==> src/rtl/mem_arbiter_if.sv <==
// Bundles the two requester ports and the RAM macro side of the memory arbiter.
// The slave modport is the arbiter's view; the master modport drives requests and RAM read data.
interface mem_arbiter_if #(
    parameter int ADDR_W = 16,
    parameter int DATA_W = 16
);
    logic              req0;
    logic              we0;
    logic [ADDR_W-1:0] addr0;
    logic [DATA_W-1:0] wdata0;
    logic              gnt0;
    logic              done0;
    logic [DATA_W-1:0] rdata0;

    logic              req1;
    logic              we1;
    logic [ADDR_W-1:0] addr1;
    logic [DATA_W-1:0] wdata1;
    logic              gnt1;
    logic              done1;
    logic [DATA_W-1:0] rdata1;

    logic              mem_en;
    logic              mem_we;
    logic [ADDR_W-1:0] mem_addr;
    logic [DATA_W-1:0] mem_wdata;
    logic [DATA_W-1:0] mem_rdata;
    logic              busy;

    modport slave (
        input  req0, we0, addr0, wdata0,
        input  req1, we1, addr1, wdata1,
        input  mem_rdata,
        output gnt0, done0, rdata0,
        output gnt1, done1, rdata1,
        output mem_en, mem_we, mem_addr, mem_wdata, busy
    );

    modport master (
        output req0, we0, addr0, wdata0,
        output req1, we1, addr1, wdata1,
        output mem_rdata,
        input  gnt0, done0, rdata0,
        input  gnt1, done1, rdata1,
        input  mem_en, mem_we, mem_addr, mem_wdata, busy
    );
endinterface

==> src/rtl/mem_arbiter.sv <==
// Round-robin arbiter sharing one RAM between the core (port 0) and the loader (port 1).
// Each transaction is IDLE -> ACCESS (MEM_LAT cycles) -> DONE (1 cycle) -> IDLE.
module mem_arbiter #(
    parameter int MEM_LAT = 2,
    parameter int ADDR_W  = 16,
    parameter int DATA_W  = 16
) (
    input  logic            clk_i,
    input  logic            rst_i,
    mem_arbiter_if.slave    bus
);
    typedef enum logic [1:0] {IDLE, ACCESS, DONE} state_t;

    localparam logic [3:0] LAST_CNT = 4'(MEM_LAT - 1);

    state_t            state_q, state_d;
    logic [3:0]        cnt_q, cnt_d;
    logic              owner_q, owner_d;
    logic              prio_q, prio_d;
    logic              capture;

    logic [1:0]        req_w;
    logic [1:0]        we_w;
    logic [1:0]        gnt_w;
    logic [1:0]        done_w;
    logic [ADDR_W-1:0] addr_w  [2];
    logic [DATA_W-1:0] wdata_w [2];
    logic [DATA_W-1:0] rdata_q [2];

    assign req_w      = {bus.req1, bus.req0};
    assign we_w       = {bus.we1, bus.we0};
    assign addr_w[0]  = bus.addr0;
    assign addr_w[1]  = bus.addr1;
    assign wdata_w[0] = bus.wdata0;
    assign wdata_w[1] = bus.wdata1;

    always_ff @(posedge clk_i or posedge rst_i) begin
        if (rst_i) begin
            state_q <= IDLE;
            cnt_q   <= 4'd0;
            owner_q <= 1'b0;
            prio_q  <= 1'b0;
        end else begin
            state_q <= state_d;
            cnt_q   <= cnt_d;
            owner_q <= owner_d;
            prio_q  <= prio_d;
        end
    end

    always_comb begin
        state_d = state_q;
        cnt_d   = cnt_q;
        owner_d = owner_q;
        prio_d  = prio_q;
        capture = 1'b0;
        case (state_q)
            IDLE: begin
                if (|req_w) begin
                    // Contention goes to the priority port; the loser gets priority next time.
                    owner_d = (&req_w) ? prio_q : req_w[1];
                    prio_d  = ~owner_d;
                    cnt_d   = 4'd0;
                    state_d = ACCESS;
                end
            end
            ACCESS: begin
                if (cnt_q == LAST_CNT) begin
                    cnt_d   = 4'd0;
                    state_d = DONE;
                    capture = ~we_w[owner_q];
                end else begin
                    cnt_d = cnt_q + 4'd1;
                end
            end
            DONE:    state_d = IDLE;
            default: state_d = IDLE;
        endcase
    end

    generate
        for (genvar gi = 0; gi < 2; gi++) begin : g_port
            always_ff @(posedge clk_i or posedge rst_i) begin
                if (rst_i) begin
                    rdata_q[gi] <= '0;
                end else if (capture && (owner_q == 1'(gi))) begin
                    rdata_q[gi] <= bus.mem_rdata;
                end
            end
            assign gnt_w[gi]  = (state_q != IDLE) && (owner_q == 1'(gi));
            assign done_w[gi] = (state_q == DONE) && (owner_q == 1'(gi));
        end
    endgenerate

    assign bus.gnt0   = gnt_w[0];
    assign bus.gnt1   = gnt_w[1];
    assign bus.done0  = done_w[0];
    assign bus.done1  = done_w[1];
    assign bus.rdata0 = rdata_q[0];
    assign bus.rdata1 = rdata_q[1];
    assign bus.busy   = (state_q != IDLE);

    // Address/data are driven only while the RAM is enabled, zero otherwise.
    assign bus.mem_en    = (state_q == ACCESS);
    assign bus.mem_we    = bus.mem_en && we_w[owner_q];
    assign bus.mem_addr  = bus.mem_en ? addr_w[owner_q]  : '0;
    assign bus.mem_wdata = bus.mem_en ? wdata_w[owner_q] : '0;
endmodule

==> src/flat_wrapper.sv <==
// flat-port wrapper written by rule: the top's interface ports become plain ports
module mem_arbiter_flat 
#(
    parameter int MEM_LAT = 2,
    parameter int ADDR_W  = 16,
    parameter int DATA_W  = 16
)
  (clk_i, rst_i, bus_req0, bus_we0, bus_addr0, bus_wdata0, bus_req1, bus_we1, bus_addr1, bus_wdata1, bus_mem_rdata, bus_gnt0, bus_done0, bus_rdata0, bus_gnt1, bus_done1, bus_rdata1, bus_mem_en, bus_mem_we, bus_mem_addr, bus_mem_wdata, bus_busy);
  mem_arbiter_if #(.ADDR_W(ADDR_W), .DATA_W(DATA_W)) bus_i ();
  input  logic clk_i;
  input  logic rst_i;
  input wire logic [$bits(bus_i.req0)-1:0] bus_req0;
  input wire logic [$bits(bus_i.we0)-1:0] bus_we0;
  input wire logic [$bits(bus_i.addr0)-1:0] bus_addr0;
  input wire logic [$bits(bus_i.wdata0)-1:0] bus_wdata0;
  input wire logic [$bits(bus_i.req1)-1:0] bus_req1;
  input wire logic [$bits(bus_i.we1)-1:0] bus_we1;
  input wire logic [$bits(bus_i.addr1)-1:0] bus_addr1;
  input wire logic [$bits(bus_i.wdata1)-1:0] bus_wdata1;
  input wire logic [$bits(bus_i.mem_rdata)-1:0] bus_mem_rdata;
  output wire logic [$bits(bus_i.gnt0)-1:0] bus_gnt0;
  output wire logic [$bits(bus_i.done0)-1:0] bus_done0;
  output wire logic [$bits(bus_i.rdata0)-1:0] bus_rdata0;
  output wire logic [$bits(bus_i.gnt1)-1:0] bus_gnt1;
  output wire logic [$bits(bus_i.done1)-1:0] bus_done1;
  output wire logic [$bits(bus_i.rdata1)-1:0] bus_rdata1;
  output wire logic [$bits(bus_i.mem_en)-1:0] bus_mem_en;
  output wire logic [$bits(bus_i.mem_we)-1:0] bus_mem_we;
  output wire logic [$bits(bus_i.mem_addr)-1:0] bus_mem_addr;
  output wire logic [$bits(bus_i.mem_wdata)-1:0] bus_mem_wdata;
  output wire logic [$bits(bus_i.busy)-1:0] bus_busy;
  assign bus_i.req0 = bus_req0;
  assign bus_i.we0 = bus_we0;
  assign bus_i.addr0 = bus_addr0;
  assign bus_i.wdata0 = bus_wdata0;
  assign bus_i.req1 = bus_req1;
  assign bus_i.we1 = bus_we1;
  assign bus_i.addr1 = bus_addr1;
  assign bus_i.wdata1 = bus_wdata1;
  assign bus_i.mem_rdata = bus_mem_rdata;
  assign bus_gnt0 = bus_i.gnt0;
  assign bus_done0 = bus_i.done0;
  assign bus_rdata0 = bus_i.rdata0;
  assign bus_gnt1 = bus_i.gnt1;
  assign bus_done1 = bus_i.done1;
  assign bus_rdata1 = bus_i.rdata1;
  assign bus_mem_en = bus_i.mem_en;
  assign bus_mem_we = bus_i.mem_we;
  assign bus_mem_addr = bus_i.mem_addr;
  assign bus_mem_wdata = bus_i.mem_wdata;
  assign bus_busy = bus_i.busy;
  mem_arbiter #(.MEM_LAT(MEM_LAT), .ADDR_W(ADDR_W), .DATA_W(DATA_W)) u_core (.clk_i(clk_i), .rst_i(rst_i), .bus(bus_i));
endmodule
==> config.mk <==
export PLATFORM = sky130hd
export DESIGN_NAME = mem_arbiter_flat
export DESIGN_NICKNAME = d
export VERILOG_FILES = /design/src/rtl/mem_arbiter_if.sv /design/src/rtl/mem_arbiter.sv /design/src/flat_wrapper.sv
export SDC_FILE = /design/constraint.sdc
export NUM_CORES = 1
export LEC_CHECK = 0
export ABC_AREA = 1
export BUFFER_PORTS_ARGS = -buffer_cell sky130_fd_sc_hd__buf_4
export CAP_MARGIN = 40
export CORE_MARGIN = 10
export CORE_UTILIZATION = 30
export CTS_BUF_LIST = sky130_fd_sc_hd__clkbuf_16
export DETAILED_ROUTE_END_ITERATION = 10
export PLACE_DENSITY = 0.65
export SETUP_SLACK_MARGIN = 0.2
export SYNTH_ARGS = -nofsm -noshare
export SYNTH_HDL_FRONTEND = slang
export SYNTH_SLANG_ARGS = --single-unit
==> constraint.sdc <==
create_clock -name clk_i -period 3 [get_ports clk_i]
set_input_delay 0.3 -clock clk_i [delete_from_list [all_inputs] [get_ports clk_i]]
set_output_delay 0.3 -clock clk_i [all_outputs]
set_load 0.02 [all_outputs]
### Yosys cells after proc, flatten, opt, wreduce, memory -nomap -nowiden

Index checks and enable logic that the tools add are counted.

* add/sub/neg operators: 1
* muxes and demuxes: 19
* order comparisons: 2
* reduce and logical (&&, ||, !) cells: 15
* equality and inequality tests: 5
* bitwise operators: 4

Operator list (number)
* $mux 16: 8
* $mux 4: 2
* $pmux 4 s2: 1
* $reduce_and 2->1: 4
* $logic_and 1x1->1: 7
* $mux 1: 5
* $add 4x1->4 const B: 1
* $eq 4x1->1 const B: 1
* $mux 2: 2
* $pmux 2 s2: 1
* $reduce_bool 2->1: 2
* $not 1->1: 3
* $eq 2x1->1 const B: 1
* $eq 2x2->1 const B: 1
* $ge 2x2->1 const B: 1
* $logic_not 2->1: 1
* $lt 1x2->1 const B: 1
* $ne 2x1->1 const B: 1
* $ne 2x2->1 const B: 1
* $not 1->2: 1
* $reduce_or 2->1: 1

* register bits: 40

### Logic depth before layout (Yosys ltp)

Gate-level depths: netlist of the first run.

* depth after elaboration: 6
* mapped depth: 8
* mapped depth without buffers: 7

### Worst setup path before layout of the first run

No wires, ideal clock.

* kind: register to output
* start point: register u_core.owner_q
* end point: output bus_mem_addr[0]
* data required time: 2.700 ns
* data arrival time: 1.274 ns
* path buffers: 2
* cell stages (with the launch flop): 6
* path slack: 1.426 ns
* cells stage by stage: dfrtp_1 -> buf_4 -> inv_4 -> clkbuf_1 -> nand2_1 -> a21oi_1

* cells in the longest elaborated chain, start to end: 5

Ends and longest elaborated chain
* start: declaration: RTL line mem_arbiter.sv:18 `logic owner_q, owner_d;`
* start signal: assignment: RTL line mem_arbiter.sv:46 `owner_q <= owner_d;`
* $not 1->2 (implied by the code): RTL line mem_arbiter.sv:106 `assign bus.mem_addr = bus.mem_en ? addr_w[owner_q] : '0;`
* $mux 16 (implied by the code) (3 in series): RTL line mem_arbiter.sv:106
* $mux 16: RTL line mem_arbiter.sv:106
* end: declaration: RTL line flat_wrapper.sv:29 `output wire logic [$bits(bus_i.mem_addr)-1:0] bus_mem_addr;`

Every way passes these cells. The select of a mux whose other input is x is not followed.

### Worst setup path after layout of the first run

* start point: register u_core.owner_q
* end point: output bus_mem_wdata[12]

* cells in the longest elaborated chain, start to end: 5

Ends and longest elaborated chain
* $not 1->2 (implied by the code): RTL line mem_arbiter.sv:107 `assign bus.mem_wdata = bus.mem_en ? wdata_w[owner_q] : '0;`
* $mux 16 (implied by the code) (3 in series): RTL line mem_arbiter.sv:107
* $mux 16: RTL line mem_arbiter.sv:107
* end: declaration: RTL line flat_wrapper.sv:30 `output wire logic [$bits(bus_i.mem_wdata)-1:0] bus_mem_wdata;`

Every way passes these cells. The select of a mux whose other input is x is not followed.

==> key figures, run 1 <==
Outcome
  – Status: finished, final reports clean

Placed design
  – Buffers added on ports: between 150 and 200
  – Gpl congestion: roughly 0.77
  – Post-DP HPWL: roughly 6400 µm
  – DP Area: ~3400 µm²
  – Dpl ws: roughly 1.3 ns

Power and ir drop
  – PwrDens: between 1000 and 1500 nW/µm²
  – Net switching fraction of the power: 48.3%
  – Pint: between 2 and 2.5 mW
  – Leak pwr: between 1.5 and 2 nW
  – Logic pwr share: slightly above 60%
  – Clock share of power: 14.4%
  – Sequential Power Share: between 20% and 30%
  – Net Sw Power: 1.97 mW
  – Worst ir drop on vdd: 0.389 mV

STA
  – Least-Margin Pin Slew: 0.661 ns
  – Clock skew: between 0.006 and 0.007 ns
  – F_max: 493 MHz
  – Final period util: 67.6%
  – Hold Fails Final Rpt: 0
  – Slew margin rel.: around 56%
  – Final Max Slew Viols: 0
  – Final worst setup slack: 0.971 ns
  – Setup TNS: 0 ns
  – Final setup violation count: 0
  – Crit path time final: between 2 and 2.5 ns
  – Unrepaired setup endpoints after global routing: no

Yosys
  – Ranking of synthesized cells by area: dfrtp_1 45%, nand2_1 23%, nand4_1 8.9%
  – Synth Warn #: 0
  – Synth top area share: 44.6%
  – Share of flip-flops with an asynchronous set or reset: 100%
  – Synth Register Bits: 40
  – Most common cell in the synthesized netlist: nand2_1
  – Mapped Area: roughly 2200 µm²
  – Sequential cell area fraction in the yosys report: approximately 45%
  – Top cell types by occurrence after synthesis: 136 x nand2_1, 40 x dfrtp_1, 35 x a21oi_1
  – Number of flops mapped to enable cells by yosys: 0
  – Top cell type by total area after synthesis: dfrtp_1
  – Syn Area/Cell: roughly 7.4 µm²
  – Mapped Nets: between 300 and 400
  – Yosys cell types: 21
  – Post-synthesis cell count: slightly above 300
  – Main synth FF type: dfrtp_1

GRT
  – Vias in the first global route: approximately 2,700
  – Largest net degree at the start of global routing: 52
  – Tot GR Track Use: about 14%
  – Grt ovf: 0
  – Initial antenna violation count: 0
  – First-pass GRT wire length: 13,200 µm

Routing
  – DRC: 0
  – Wire length per cell: 15.0 µm
  – Final WL: 8240 µm
  – Vias: between 2,000 and 3,000
  – Vias per inst: 4.74
  – Drt pass-1 iters: 4
  – DRT iter0 DRCs: between 100 and 150
  – Routed Antenna Nets: 0

Final layout
  – ANT cells: 0
  – Area growth syn-to-layout: 60.8%
  – # nets final: 536
  – Layout cells sized above 1: around two fifths
  – Design Area, Final: 3610 µm²

CTS
  – CTS Buf Count: 5
  – Post-CTS Hold Fix Bufs: 0
  – CTS root buffer: clkbuf_16
  – Worst-path clk slew: ~0.060 ns
  – CTS tree: done
  – Clk buf depth: 2
  – Setup bufs post-CTS: 0
  – Sink Count: 40
  – CTS H-tree depth: 2
  – Clk_lat worst skew: 0.28 ns
  – Post-CTS resize count: 0

Critical path
  – CP Max Fanout: 51
  – Max stage delay cell, worst path: dfrtp_2
  – Reg2Reg Depth: 7
  – Reg2reg start: u_core.cnt_q[1]
  – Critical path startpoint category: register
  – Most frequent CP cell: buf_4
  – Setup crit end kind: output port
  – CP cell instances: inv_4, buf_4, nand2_1, a21oi_1, buf_4
  – Setup Crit Path Kind: register to output port
  – CP arrival: around 1.7 ns
  – Worst EP required: 2.70 ns
  – R2r endpoint: u_core.bus.rdata0[7]
  – Largest stage delay, worst path: 0.44 ns
  – Slack of the worst reg-to-reg path: ~1.3 ns

Floorplan
  – Rows: 31
  – Die H: between 100 and 150 µm
  – Die ar.: between 10,000 and 15,000 µm²
  – Die W: about 110 µm
  – Core Region: about 7300 µm²
  – Io pins: 157
  – Starting Density: 30.9%

Hold path
  – HP Class: primary input to asynchronous set/reset pin

Run
  – Max_cap viols: 0
-- state kept, by name (all words and copies together), names as in the netlist --
register / count
u_core.bus.rdata1: 16
u_core.state_q: 2
u_core.bus.rdata0: 16
u_core.owner_q: 1
u_core.cnt_q: 4
u_core.prio_q: 1
-- worst max-delay path by stage --
stage | startpoint | end | slack [ns] | depth (start not counted)
2_1_floorplan | u_core.owner_q | bus_mem_addr[0] | 1.43 | 5
3_3_place_gp | u_core.owner_q | bus_mem_wdata[12] | 1.26 | 5
3_5_place_dp | u_core.owner_q | bus_mem_wdata[12] | 1.25 | 5
4_1_cts | u_core.owner_q | bus_mem_wdata[12] | 0.95 | 5
5_1_grt | u_core.owner_q | bus_mem_wdata[9] | 0.85 | 5
6_report | u_core.owner_q | bus_mem_wdata[12] | 0.97 | 5
-- stage by stage --
step	total power, mW	hold slack [ns]	std cells	utilization [%]
4_1_cts	4.16	0.166	548	49.8
5_1_grt	4.42	0.198	548	49.8
3_3_place_gp	3.53	0.455	540	47.5
3_5_place_dp	3.56	0.464	540	47.5
2_1_floorplan	2.50	0.449	303	-
6_report	4.09	0.147	548	49.8
-- worst max-delay path: cells and delay by family (launching register included) --
| family | cells | cell delay (ns) |
|---|---|---|
| buffers and inverters | 3 | 0.67 |
| DFF | 1 | 0.44 |
| and+or+nand+nor | 1 | 0.09 |
| AOI/OAI and AO/OA | 1 | 0.21 |
-- logic make-up (layout without fill, tap and decap cells) --
kind of cell	Yosys count	in the layout	synth area share, %
AO/OA/AOI/OAI	41	41	9.20
AND/OR/NAND/NOR	186	186	37.2
XOR/XNOR	1	1	0.390
flip-flops	40	40	44.6
adder cells (fa/ha/maj)	2	2	1.11
buffers and inverters	33	179	7.52
-- metal layers --
layer / track usage [%] / part of all wire, %
met1: 16.0 / 41
met2: 21.3 / 44
met3: 8.88 / 14
met4: 3.48 / 0.96
met5: 0 / 0
-- layout by cell type, fill, tap and decap left out --
master,instances
a21oi_1,35
buf_4,160
bufinv_16,1
clkbuf_16,5
clkinv_2,1
dfrtp_1,39
dfrtp_2,1
ha_1,2
inv_1,11
inv_4,1
nand2_1,136
nand2_2,3
nand3_1,2
nand3_4,2
nand4_1,32
nor2_1,8
nor2_8,1
nor3_1,2
o21ai_0,4
o21ai_1,1
o22ai_1,1
xnor2_1,1
-- power by group through the flow --
stage,registers [mW],clock network (mW),logic (mW)
6_report,0.956,0.588,2.55
5_1_grt,0.994,0.622,2.80
4_1_cts,0.957,0.604,2.60
2_1_floorplan,1.18,0,1.32
3_3_place_gp,0.961,0,2.57
3_5_place_dp,0.964,0,2.60
-- cell type report --
cell class	instances	area, µm²
sequential	40	1000
inverter	11	43.8
multi-input combinational	230	1070
fill	733	3640
clock inverter	3	38.8
clock buffer	5	125
timing repair buffer	160	1200
tap	99	124
Note: power is estimated with default switching activity, not from simulation.
==> run 2: changes to the inputs <==
Clock period 3 ns to 1.95 ns, I/O delays scaled along.
==> key figures, run 2 (same netlist as run 1, synthesis figures left out) <==
Routing
  – Final WL: 8340 µm (+1.3%)
  – Drt pass-1 iters: 4 (unchanged)
  – DRT iter0 DRCs: 101 (-9.8%)
  – Wire length per cell: 15.1 µm (+0.37%)
  – DRC: 0 (unchanged)
  – Routed Antenna Nets: 0 (unchanged)
  – Vias: 2,579 (-0.62%)
  – Vias per inst: 4.66 (-1.5%)

CTS
  – Worst-path clk slew: 0.06 ns (about the same)
  – Clk buf depth: 2 (unchanged)
  – CTS tree: done
  – CTS H-tree depth: 2 (unchanged)
  – Clk_lat worst skew: 0.28 ns (about the same)
  – Post-CTS Hold Fix Bufs: 0 (unchanged)
  – CTS root buffer: clkbuf_16
  – CTS Buf Count: 5 (unchanged)
  – Sink Count: 40 (unchanged)

Placed design
  – Dpl ws: 0.339 ns (-0.913 ns)
  – DP Area: 3480 µm² (+1.1%)
  – Gpl congestion: 0.830 (+8.1%)
  – Buffers added on ports: 156 (unchanged)
  – Post-DP HPWL: 6800 µm (+6.3%)
  – Placed instance count: 545 (+0.93%)

Power and ir drop
  – Clock share of power: 14.1% (-0.3 points)
  – Post-layout power: 6.46 mW (+58%)
  – Net switching fraction of the power: 48.0% (-0.31 points)
  – Sequential Power Share: 23.1% (-0.3 points)
  – Leak pwr: 2.01 nW (+1.3%)
  – Pint: 3.36 mW (+59%)
  – Logic pwr share: 62.9% (+0.7 points)
  – Net Sw Power: 3.10 mW (+57%)
  – PwrDens: 1760 nW/µm² (+55%)
  – Worst ir drop on vdd: 0.721 mV (+85%)

Critical path
  – Slack of the worst reg-to-reg path: 0.34 ns (-0.95 ns)
  – CP arrival: 1.46 ns (-0.27 ns)
  – Critical path startpoint category: register
  – Worst EP required: 1.75 ns (-0.95 ns)
  – Setup Crit Path Kind: register to output port
  – Setup crit end kind: output port
  – Largest stage delay, worst path: 0.47 ns (+0.03 ns)
  – CP cell instances: inv_4, buf_6, nand2_1, a21oi_2, buf_4
  – Max stage delay cell, worst path: dfrtp_2
  – CP Max Fanout: 25 (-51%)

Floorplan
  – Core Region: 7250 µm² (unchanged)
  – Die W: 107 µm (unchanged)
  – Die H: 107 µm (unchanged)
  – Die ar.: 11,300 µm² (unchanged)
  – Rows: 31 (unchanged)
  – Io pins: 157 (unchanged)
  – Starting Density: 30.9% (unchanged)

STA
  – Final Max Slew Viols: 0 (unchanged)
  – Final setup violation count: 0 (unchanged)
  – Crit path time final: approximately 1.7 ns
  – F_max: around 600 MHz
  – Setup TNS: 0 ns (unchanged)
  – Slew margin rel.: 67.5% (+12 points)
  – Hold Fails Final Rpt: 0 (unchanged)
  – Fin Hold WS: 0.0347 ns (-0.112 ns)
  – Final worst setup slack: 0.295 ns (-0.676 ns)
  – Least-Margin Pin Slew: 0.484 ns (-0.177 ns)
  – Final period util: between 80% and 90%
  – Unrepaired setup endpoints after global routing: yes
  – Clock skew: 0.00245 ns (-0.00414 ns)

Final layout
  – Core Util, Final: 50.7% (+0.93 points)
  – Layout cells sized above 1: 40.3% (+1.3 points)
  – Design Area, Final: 3680 µm² (+1.9%)
  – Most frequent cells in the layout: 161 x buf_4, 136 x nand2_1, 39 x dfrtp_1, 33 x a21oi_1, 32 x nand4_1
  – ANT cells: 0 (unchanged)
  – Area growth syn-to-layout: 63.8%
  – # nets final: 541 (+0.93%)
  – Fin cells: 553 (+0.91%)
  – Commonest non-fill, non-tap cell in the layout: buf_4

GRT
  – Largest net degree at the start of global routing: 41 (-21%)
  – Vias in the first global route: 2,685 (-1.5%)
  – Tot GR Track Use: 14.1% (+0.090 points)
  – Grt ovf: 0 (unchanged)
  – Initial antenna violation count: 0 (unchanged)
  – First-pass GRT wire length: 13,300 µm (+0.94%)

Hold path
  – HP Class: primary input to asynchronous set/reset pin

Outcome
  – Status: finished, final reports clean

Run
  – Max_cap viols: 0 (unchanged)
run 2: layer usage:
layer | wire, µm | global-route usage (%) | vias up
met2 | 3790 | 22.6 | 130
met3 | 1280 | 9.18 | 6
met4 | 61 | 3.19 | 0
li1 | - | - | 1299
met5 | 0 | 0 | -
met1 | 3210 | 15.2 | 1144
run 2: path summary, 6_finish.rpt:
| check | to | cells after the start | start |
|---|---|---|---|
| max | bus_mem_wdata[12] | 5 | u_core.owner_q |
| min | u_core.state_q[0] | 3 | rst_i |
| max reg2reg | u_core.bus.rdata1[6] | 7 | u_core.cnt_q[1] |
| min reg2reg | u_core.bus.rdata0[13] | 2 | u_core.bus.rdata0[13] |
| max in group asynchronous | u_core.owner_q | 3 | rst_i |
| min in group clk_i | u_core.bus.rdata0[13] | 3 | bus_mem_rdata[13] |
run 2: power groups by stage:
stage	Clock (mW)	Combinational, mW	Sequential (mW)
global placement	0	4.02	1.49
global route	0.968	4.44	1.53
floorplan	0	2.03	1.82
detailed placement	0	4.07	1.50
finish	0.909	4.06	1.49
CTS	0.930	4.10	1.49
run 2: repair_timing:
action,in CTS,in global routing
gates resized for setup,2,5
endpoints found under the setup margin,1,10
setup buffers,0,0
run 2: area by class of cell:
class	count	area (µm²)
clock buffers	5	125
clock inverters	3	42.5
fillers	702	3580
inverters	11	43.8
multi-input cells	230	1080
flip-flops and latches	40	1000
well taps	99	124
repair buffers	165	1260
run 2: worst max-delay path, delay by kind of cell, from the launching register on:
kind            cells  cell delay, ns
flops               1            0.47
compound gates      1            0.17
buf+inv             3            0.46
simple gates        1            0.09
==> run 3: changes to the inputs <==
Settings changed: PLACE_DENSITY 0.65 to 0.67.
Clock period 1.95 ns to 1.5 ns, I/O delays scaled along.
==> key figures, run 3 (same netlist as run 1, synthesis figures left out) <==
CTS
  – Sink Count: 40 (unchanged)
  – Worst-path clk slew: 0.06 ns (about the same)
  – Clk buf depth: 2 (unchanged)
  – CTS root buffer: clkbuf_16
  – Clk_lat worst skew: 0.28 ns (about the same)
  – CTS H-tree depth: 2 (unchanged)
  – CTS tree: done
  – CTS Buf Count: 5 (unchanged)

Floorplan
  – Starting Density: 30.9% (unchanged)
  – Rows: 31 (unchanged)
  – Die H: 107 µm (unchanged)
  – Io pins: 157 (unchanged)
  – Die W: 107 µm (unchanged)
  – Core Region: 7250 µm² (unchanged)
  – Die ar.: 11,300 µm² (unchanged)

GRT
  – Grt ovf: 0 (unchanged)
  – Tot GR Track Use: 16.8% (+2.7 points)
  – Vias in the first global route: 3,033 (+13%)
  – Initial antenna violation count: 0 (unchanged)
  – Largest net degree at the start of global routing: 32 (-22%)
  – Global routing met2 resource utilization: 29.5% (+6.8 points)
  – M3 GR Usage: 8.21% (-0.97 points)
  – Busiest grt layer: met2
  – M1 GR Usage: 17.5% (+2.4 points)
  – First-pass GRT wire length: 15,700 µm (+18%)

Final layout
  – Design Area, Final: 4480 µm² (+22%)
  – # nets final: 568 (+5.0%)
  – Fin cells: 579 (+4.7%)
  – Layout cells sized above 1: 55.6% (+15 points)
  – Commonest non-fill, non-tap cell in the layout: buf_4
  – Multi-input gate area: 1340 µm² (+24%)
  – ANT cells: 0 (unchanged)
  – Register area: 1000 µm² (unchanged)
  – FILL cells: 611 (-13%)
  – Area growth syn-to-layout: 99.4%
  – Most frequent cells in the layout: 137 x buf_4, 120 x nand2_1, 39 x dfrtp_1, 36 x buf_6
  – Core Util, Final: 61.7% (+11 points)

Power and ir drop
  – Worst ir drop on vdd: 1.35 mV (+87%)
  – Leak pwr: 2.27 nW (+13%)
  – PwrDens: 2400 nW/µm² (+36%)

Placed design
  – Gpl congestion: 0.784 (-5.6%)
  – DP Area: 3680 µm² (+5.7%)
  – Post-DP HPWL: 6870 µm (+1.1%)
  – Buffers added on ports: 156 (unchanged)
  – Placed instance count: 548 (+0.55%)
  – Dpl ws: 0.100 ns (-0.239 ns)

Critical path
  – Critical path startpoint category: register
  – Reg2Reg Depth: 9 (+2)
  – Setup Crit Path Kind: register to output port
  – Reg2reg start: u_core.owner_q
  – CP arrival: 1.39 ns (-0.07 ns)
  – CP Max Fanout: 30 (+20%)
  – Worst EP required: 1.35 ns (-0.40 ns)
  – Crit. Startpoint: u_core.owner_q
  – Setup crit end kind: output port

STA
  – Final period util: 103%
  – Unrepaired setup endpoints after global routing: yes
  – Slew margin rel.: 68.5% (+1.0 points)
  – Hold Fails Final Rpt: 0 (unchanged)
  – Final setup violation count: 13 (+13)
  – Final Max Slew Viols: 0 (unchanged)
  – Final worst setup slack: -0.0392 ns (-0.334 ns)
  – Fin Hold WS: 0.128 ns (+0.0937 ns)
  – Clock skew: 0.00352 ns (+0.00108 ns)
  – Crit path time final: ~1.5 ns
  – F_max: roughly 650 MHz
  – Least-Margin Pin Slew: 0.471 ns (-0.0127 ns)

Routing
  – Routed Antenna Nets: 0 (unchanged)
  – DRT iter0 DRCs: 102 (+0.99%)
  – Final WL: 9890 µm (+19%)
  – Wire length per cell: 17.1 µm (+13%)
  – DRC: 0 (unchanged)
  – Drt pass-1 iters: 6 (+2)
  – Vias per inst: 4.98 (+6.8%)
  – Vias: 2,884 (+12%)

Run
  – Max_cap viols: 0 (unchanged)

Hold path
  – HP Class: primary input to register
  – Min-delay src: bus_mem_rdata[13]
  – Hold Crit Depth: 3

Outcome
  – Status: finished, violations left
  – Violated checks: setup timing
[run 3: cell type report]
type                       instances  share of cell area, %
clock buffer                       5                   2.80
clock inverter                     2                   1.34
inverter                          11                   1.09
multi-input combinational        232                   30.0
sequential                        40                   22.4
tap                               99                   2.77
timing repair buffer             190                   39.6
[run 3: critical path, cell delays in order (launching register included)]
cell and delay [ns]:
dfrtp_2 0.47, buf_12 0.23, nand2_1 0.09, a21oi_2 0.17
buf_6 0.14
[run 3: power breakdown]
part | leakage (nW) | switching (mW) | total (mW) | internal, mW
combinational | 1.67 | 4.08 | 7.41 | 3.32
sequential | 0.508 | 0.368 | 1.96 | 1.59
clock | 0.0899 | 0.417 | 1.36 | 0.944
[run 3: path summary, 6_finish.rpt]
kind,slack (ns),end
worst min-delay path,0.13,u_core.bus.rdata1[13]
worst min register to register,0.47,u_core.bus.rdata0[13]
worst max-delay path,-0.04,bus_mem_addr[13]
max in group asynchronous,0.53,u_core.bus.rdata1[12]
worst max register to register,-0.01,u_core.bus.rdata1[8]
min in group asynchronous,0.45,u_core.bus.rdata1[0]
[run 3: routing by layer]
metal | part of all wire, % | wire length, µm
met2 | 48 | 4740
met5 | 0 | 0
met4 | 1.7 | 172
met1 | 37 | 3620
met3 | 14 | 1350
[run 3: timing repair]
item | 4_1_cts | 5_1_grt
setup buffers | 17 | 0
hold buffers | 1 | 0
gates resized for setup | 80 | 8
pin swaps | 17 | 1
endpoints found under the hold margin | 9 | 0
setup endpoints to repair | 71 | 74
gates cloned | 6 | 0
[run 3: metrics by stage]
step	TNS, ns	total power, mW
2_1_floorplan	0	5.33
3_3_place_gp	0	7.66
3_5_place_dp	0	7.71
4_1_cts	-0.0509	10.7
5_1_grt	-3.61	11.4
6_report	-0.129	10.7
